<file path="src/rtl/fetch_queue_if.sv">
`timescale 1ns/1ps
// fetch_queue_if: handshake bundle between fetch (master) and the fetch queue (slave).
// The same bundle carries the decode-side output handshake; the queue owns the out_* drivers.
// in_*  : fetch -> queue (in_ready back); out_* : queue -> decode (out_ready back).
interface fetch_queue_if;
  logic        in_valid;
  logic        in_ready;
  logic [63:0] in_pc;
  logic [31:0] in_inst;
  logic        in_misal;
  logic        out_valid;
  logic        out_ready;
  logic [63:0] out_pc;
  logic [31:0] out_inst;
  logic        out_misal;

  modport master (
    output in_valid, in_pc, in_inst, in_misal, out_ready,
    input  in_ready, out_valid, out_pc, out_inst, out_misal
  );

  modport slave (
    input  in_valid, in_pc, in_inst, in_misal, out_ready,
    output in_ready, out_valid, out_pc, out_inst, out_misal
  );
endinterface

</file>
<file path="src/rtl/fetch_queue.sv">
`timescale 1ns/1ps
// fetch_queue: circular FIFO of {pc, inst, misal} decoupling fetch from decode; flushed on redirect.
// Latency: 1 cycle push-to-head; 0 cycles on an empty queue when FETCHQ_BYPASS_EN is defined.
// Backpressure: in_ready drops when full or flushing; a full queue refuses pushes even if popping.
// Ports: clk, rst (async, active-low), flush (redirect), fq (slave side of fetch_queue_if),
//        count (occupancy, 0..DEPTH). Optional macro: FETCHQ_BYPASS_EN.
module fetch_queue #(
  parameter int DEPTH = 4,
  parameter int PTR_W = 2
) (
  input  logic           clk,
  input  logic           rst,
  input  logic           flush,
  fetch_queue_if.slave   fq,
  output logic [PTR_W:0] count
);

  typedef struct packed {
    logic [63:0] pc;
    logic [31:0] inst;
    logic        misal;
  } entry_t;

  localparam logic [PTR_W:0] CNT_FULL = (PTR_W+1)'(DEPTH);

  entry_t           r_mem [DEPTH];
  logic [PTR_W-1:0] r_wp;
  logic [PTR_W-1:0] r_rp;
  logic [PTR_W:0]   r_count;

  logic   w_full;
  logic   w_empty;
  logic   w_byp;
  logic   w_push;
  logic   w_pop;
  logic   w_store;
  logic   w_deq;
  entry_t w_in;
  entry_t w_head;

  assign w_full  = (r_count == CNT_FULL);
  assign w_empty = (r_count == '0);
  assign w_in    = {fq.in_pc, fq.in_inst, fq.in_misal};

`ifdef FETCHQ_BYPASS_EN
  // Empty queue forwards the incoming entry straight to decode. Held off
  // during reset so decode never sees a valid while the queue is reset.
  assign w_byp = w_empty & fq.in_valid & ~flush & rst;
`else
  assign w_byp = 1'b0;
`endif

  assign fq.in_ready  = ~w_full & ~flush;
  assign fq.out_valid = (~w_empty & ~flush) | w_byp;

  assign w_head       = w_byp ? w_in : r_mem[r_rp];
  assign fq.out_pc    = w_head.pc;
  assign fq.out_inst  = w_head.inst;
  assign fq.out_misal = w_head.misal;

  assign w_push = fq.in_valid & fq.in_ready;
  assign w_pop  = fq.out_valid & fq.out_ready;

  // A bypassed entry that decode takes immediately is never written; a
  // bypassed entry decode refuses is stored like any other push. Only
  // non-bypass pops consume a stored entry.
  assign w_store = w_push & ~(w_byp & fq.out_ready);
  assign w_deq   = w_pop & ~w_byp;

  assign count = r_count;

  always_ff @(posedge clk or negedge rst) begin
    if (!rst) begin
      r_wp    <= '0;
      r_rp    <= '0;
      r_count <= '0;
    end else if (flush) begin
      r_wp    <= '0;
      r_rp    <= '0;
      r_count <= '0;
    end else begin
      if (w_store) r_wp <= r_wp + PTR_W'(1);
      if (w_deq)   r_rp <= r_rp + PTR_W'(1);
      case ({w_store, w_deq})
        2'b10:   r_count <= r_count + (PTR_W+1)'(1);
        2'b01:   r_count <= r_count - (PTR_W+1)'(1);
        default: r_count <= r_count;
      endcase
    end
  end

  // Entries are only cleared by reset; flush just rewinds the pointers.
  always_ff @(posedge clk or negedge rst) begin
    if (!rst) begin
      for (int i = 0; i < DEPTH; i++) r_mem[i] <= '0;
    end else if (w_store) begin
      r_mem[r_wp] <= w_in;
    end
  end

endmodule

</file>
<file path="src/flat_wrapper.sv">
// flat-port wrapper written by rule: the top's interface ports become plain ports
module fetch_queue_flat 
#(
  parameter int DEPTH = 4,
  parameter int PTR_W = 2
)
  (clk, rst, flush, count, fq_in_valid, fq_in_pc, fq_in_inst, fq_in_misal, fq_out_ready, fq_in_ready, fq_out_valid, fq_out_pc, fq_out_inst, fq_out_misal);
  fetch_queue_if fq_i ();
  input  logic clk;
  input  logic rst;
  input  logic flush;
  output logic [PTR_W:0] count;
  input wire logic [$bits(fq_i.in_valid)-1:0] fq_in_valid;
  input wire logic [$bits(fq_i.in_pc)-1:0] fq_in_pc;
  input wire logic [$bits(fq_i.in_inst)-1:0] fq_in_inst;
  input wire logic [$bits(fq_i.in_misal)-1:0] fq_in_misal;
  input wire logic [$bits(fq_i.out_ready)-1:0] fq_out_ready;
  output wire logic [$bits(fq_i.in_ready)-1:0] fq_in_ready;
  output wire logic [$bits(fq_i.out_valid)-1:0] fq_out_valid;
  output wire logic [$bits(fq_i.out_pc)-1:0] fq_out_pc;
  output wire logic [$bits(fq_i.out_inst)-1:0] fq_out_inst;
  output wire logic [$bits(fq_i.out_misal)-1:0] fq_out_misal;
  assign fq_i.in_valid = fq_in_valid;
  assign fq_i.in_pc = fq_in_pc;
  assign fq_i.in_inst = fq_in_inst;
  assign fq_i.in_misal = fq_in_misal;
  assign fq_i.out_ready = fq_out_ready;
  assign fq_in_ready = fq_i.in_ready;
  assign fq_out_valid = fq_i.out_valid;
  assign fq_out_pc = fq_i.out_pc;
  assign fq_out_inst = fq_i.out_inst;
  assign fq_out_misal = fq_i.out_misal;
  fetch_queue #(.DEPTH(DEPTH), .PTR_W(PTR_W)) u_core (.clk(clk), .rst(rst), .flush(flush), .fq(fq_i), .count(count));
endmodule
</file>
<file path="config.mk">
export PLATFORM = sky130hd
export DESIGN_NAME = fetch_queue_flat
export DESIGN_NICKNAME = d
export VERILOG_FILES = /design/src/rtl/fetch_queue_if.sv /design/src/rtl/fetch_queue.sv /design/src/flat_wrapper.sv
export SDC_FILE = /design/constraint.sdc
export NUM_CORES = 1
export LEC_CHECK = 0
export BUFFER_PORTS_ARGS = -buffer_cell sky130_fd_sc_hd__buf_2
export CAP_MARGIN = 20
export CORE_MARGIN = 2
export CORE_UTILIZATION = 50
export DETAILED_ROUTE_END_ITERATION = 16
export PLACE_DENSITY = 0.7
export SYNTH_ARGS = -nofsm -noshare
export SYNTH_HDL_FRONTEND = slang
export SYNTH_SLANG_ARGS = --single-unit
</file>
<file path="constraint.sdc">
create_clock -name clk -period 3.1 [get_ports clk]
set_clock_uncertainty 0.1 [all_clocks]
set_input_delay 0.155 -clock clk [delete_from_list [all_inputs] [get_ports clk]]
set_output_delay 0.155 -clock clk [all_outputs]
set_load 0.1 [all_outputs]
</file>
==> out/results.ini <==
[outcome]
status=finished, final reports clean

[clock_network]
numCtsBuffers=43
cts-root-buf=clkbuf_16
htree_levels=2
clkLatencyLatePin_ns=0.54
clk_pin_slew_ns=0.06
cts_buffer_depth=3
cts.sinks=395
post_cts_buffers=0
cts_tree=built

[sta]
min_period_ns=2.79
relSlewSlack_pct=57.6
fin_crit_sh_pct=89.9
hold_violations=0
tightestPinTransition_ns=0.637
fin_ws_ns=0.313
final-max-slew-violation-count=0
setup-tns-final_ns=0
fmax_ghz=0.359
setup_viol=0
rsz0062_at_grt=no

[layout]
layout.nets=1413
seqCellArea_um2=9890
multi_input_area_um2=7050
n_fill_cell=2536
n_antenna_cell=0
drive_gt1_share_pct=58.8
area_growth_pct=23.5

[routing]
ant_nets=0
drt-wirelength-per-cell_um=20.0
viasPerCell=5.46
firstDrtPassIters=4
drt-initial-drc-count=355
routed_wl_um=35900
drc_errors=0
vias=9796

[placed_design]
dp_slack_ns=0.696
place_congestion=0.718
port_buffers=203
dpl.hpwl_um=21600

[logic_synthesis]
synth_cell_types=37
synth_top_area_cell=dfrtp_1
synth_compound_area_share_pct=0.578
synthAdderAreaFrac_pct=0.405
syn_area_um2=17300
syn_nets=1107
muxShareOfSynthArea_pct=38.6
yosys.area_share.simple_pct=0.773
synth_cells=1000
synthTopCellsByArea=dfrtp_1 57%, mux2_2 23%, mux4_2 13%
synth_seq_cells=395
syn_avg_cell_area_um2=17.3
synthArstFlopShare_pct=100
synth-xor-area-share_pct=0.152
yosysWarningCount=0
yosysSeqAreaShare_pct=57.1
synth_top_family_by_area=multiplexers
synth_edf_count=0
synth_ff_type=dfrtp_1
synth_top_area_share_pct=57.1

[hold_path]
hp-class=in -> async

[worst_setup_path]
crit_fanout=22
arrival_ns=2.53
cp-start-kind=flip-flop
cp-end-kind=output port
cp.required_ns=2.84
worstSetupPathType=reg -> out

[global_route]
overflow=0
grt_pass1_wl_um=58500
grt_max_degree=78
grt_pass1_vias=10600
antenna_found_initial=0
grt_usage_pct=20.5

[floorplanning]
start_util_pct=50.5
rows=68
fp.dieH_um=190
core_area_um2=34300
die_w_um=190
dieArea_um2=36100
io_pins=204

[run]
cap_violations=0

[power_and_ir_drop]
power_leakage_nw=9.70
powerDensity_nw_per_um2=1030
peakVddDrop_mv=0.882

-- critical path: stages, from the launching register on --
cell and delay, ns:
dfrtp_4 0.70, buf_4 0.41, mux4_2 0.56, buf_2 0.31
-- cells in the final DEF, fill, tap and decap left out, types with 4 or more instances in the layout --
| master | Yosys | final |
|---|---|---|
| buf_2 | 37 | 202 |
| clkbuf_16 | 0 | 45 |
| mux4_2 | 97 | 97 |
| clkbuf_1 | 14 | 13 |
| dfrtp_1 | 395 | 393 |
| buf_12 | 0 | 16 |
| inv_1 | 4 | 4 |
| dlygate4sd3_1 | 0 | 102 |
| mux2_2 | 359 | 359 |
| nor2_1 | 7 | 7 |
| clkinv_2 | 0 | 9 |
| clkbuf_8 | 0 | 9 |
| buf_4 | 9 | 10 |
| mux2_4 | 30 | 30 |
| ha_1 | 4 | 4 |
-- area by class of cell --
| type | count | share of cell area (%) |
|---|---|---|
| clock buffers | 67 | 6.08 |
| multi-input cells | 531 | 33.0 |
| flip-flops and latches | 395 | 46.3 |
| clock inverters | 12 | 0.527 |
| inverters | 4 | 0.0702 |
| repair buffers | 331 | 11.4 |
| well taps | 455 | 2.66 |
-- metrics by stage --
step	instance area, µm²	instances	utilization, %	hold WS [ns]	power (mW)
after floorplan	17300	1000	-	-0.241	15.7
after global placement	18900	1614	55.2	0.0927	16.8
after detailed placement	18900	1614	55.2	0.101	17.0
after CTS	21400	1795	62.3	0.116	22.2
after global routing	21400	1795	62.3	0.171	23.0
final	21400	1795	62.3	0.126	22.0
-- synth_stat cells (3+ instances only) --
| library cell | instances |
|---|---|
| dfrtp_1 | 395 |
| mux2_2 | 359 |
| mux4_2 | 97 |
| buf_2 | 37 |
| mux2_4 | 30 |
| clkbuf_1 | 14 |
| buf_4 | 9 |
| buf_6 | 7 |
| nor2_1 | 7 |
| ha_1 | 4 |
| inv_1 | 4 |
| buf_1 | 3 |
| nand3_2 | 3 |
| o21ai_0 | 3 |
| xor2_1 | 3 |
-- worst paths after layout --
path / cells past startpoint / slack [ns] / to / startpoint
worst max-delay path: 3 / 0.31 / fq_out_inst[29] / u_core.r_rp[0]
worst min-delay path: 2 / 0.13 / u_core.r_mem[200] / rst
worst max register to register: 4 / 0.69 / u_core.r_mem[301] / u_core.count[2]
worst min register to register: 1 / 0.40 / u_core.r_mem[142] / u_core.r_mem[142]
max in group asynchronous: 4 / 1.85 / u_core.r_mem[61] / rst
min in group clk: 3 / 0.32 / u_core.r_mem[187] / fq_in_pc[57]
-- timing repair --
| action | 4_1_cts | 5_1_grt |
|---|---|---|
| endpoints found under the hold margin | 514 | 0 |
| hold buffers | 102 | 0 |
| gates resized for setup | 0 | 0 |
-- power by group --
group          internal, mW  switching (mW)  leakage [nW]
registers              6.91           0.904          4.97
clock network          3.04            2.00         0.698
logic                  3.02            6.15          4.03
-- flip-flops by register name, summed over array words and instances, names as in the netlist --
register,count
u_core.count,3
u_core.r_mem,388
u_core.r_rp,2
u_core.r_wp,2
-- per-layer routing --
metal  GRT usage (%)  wire length [µm]  vias to the layer above
met5               0                 0                        -
met4            5.28               688                        0
met3            4.96              1940                       51
met2            32.9             17300                      194
met1            28.3             15900                     5173
li1                -                 -                     4378
-- cell families after synthesis --
kind of cell / after synthesis
AO/OA/AOI/OAI: 14
XOR/XNOR: 3
adder cells (fa/ha/maj): 5
buffers and inverters: 74
flip-flops: 395
multiplexers: 487
AND/OR/NAND/NOR: 22
Note: power is estimated with default switching activity, not from simulation.
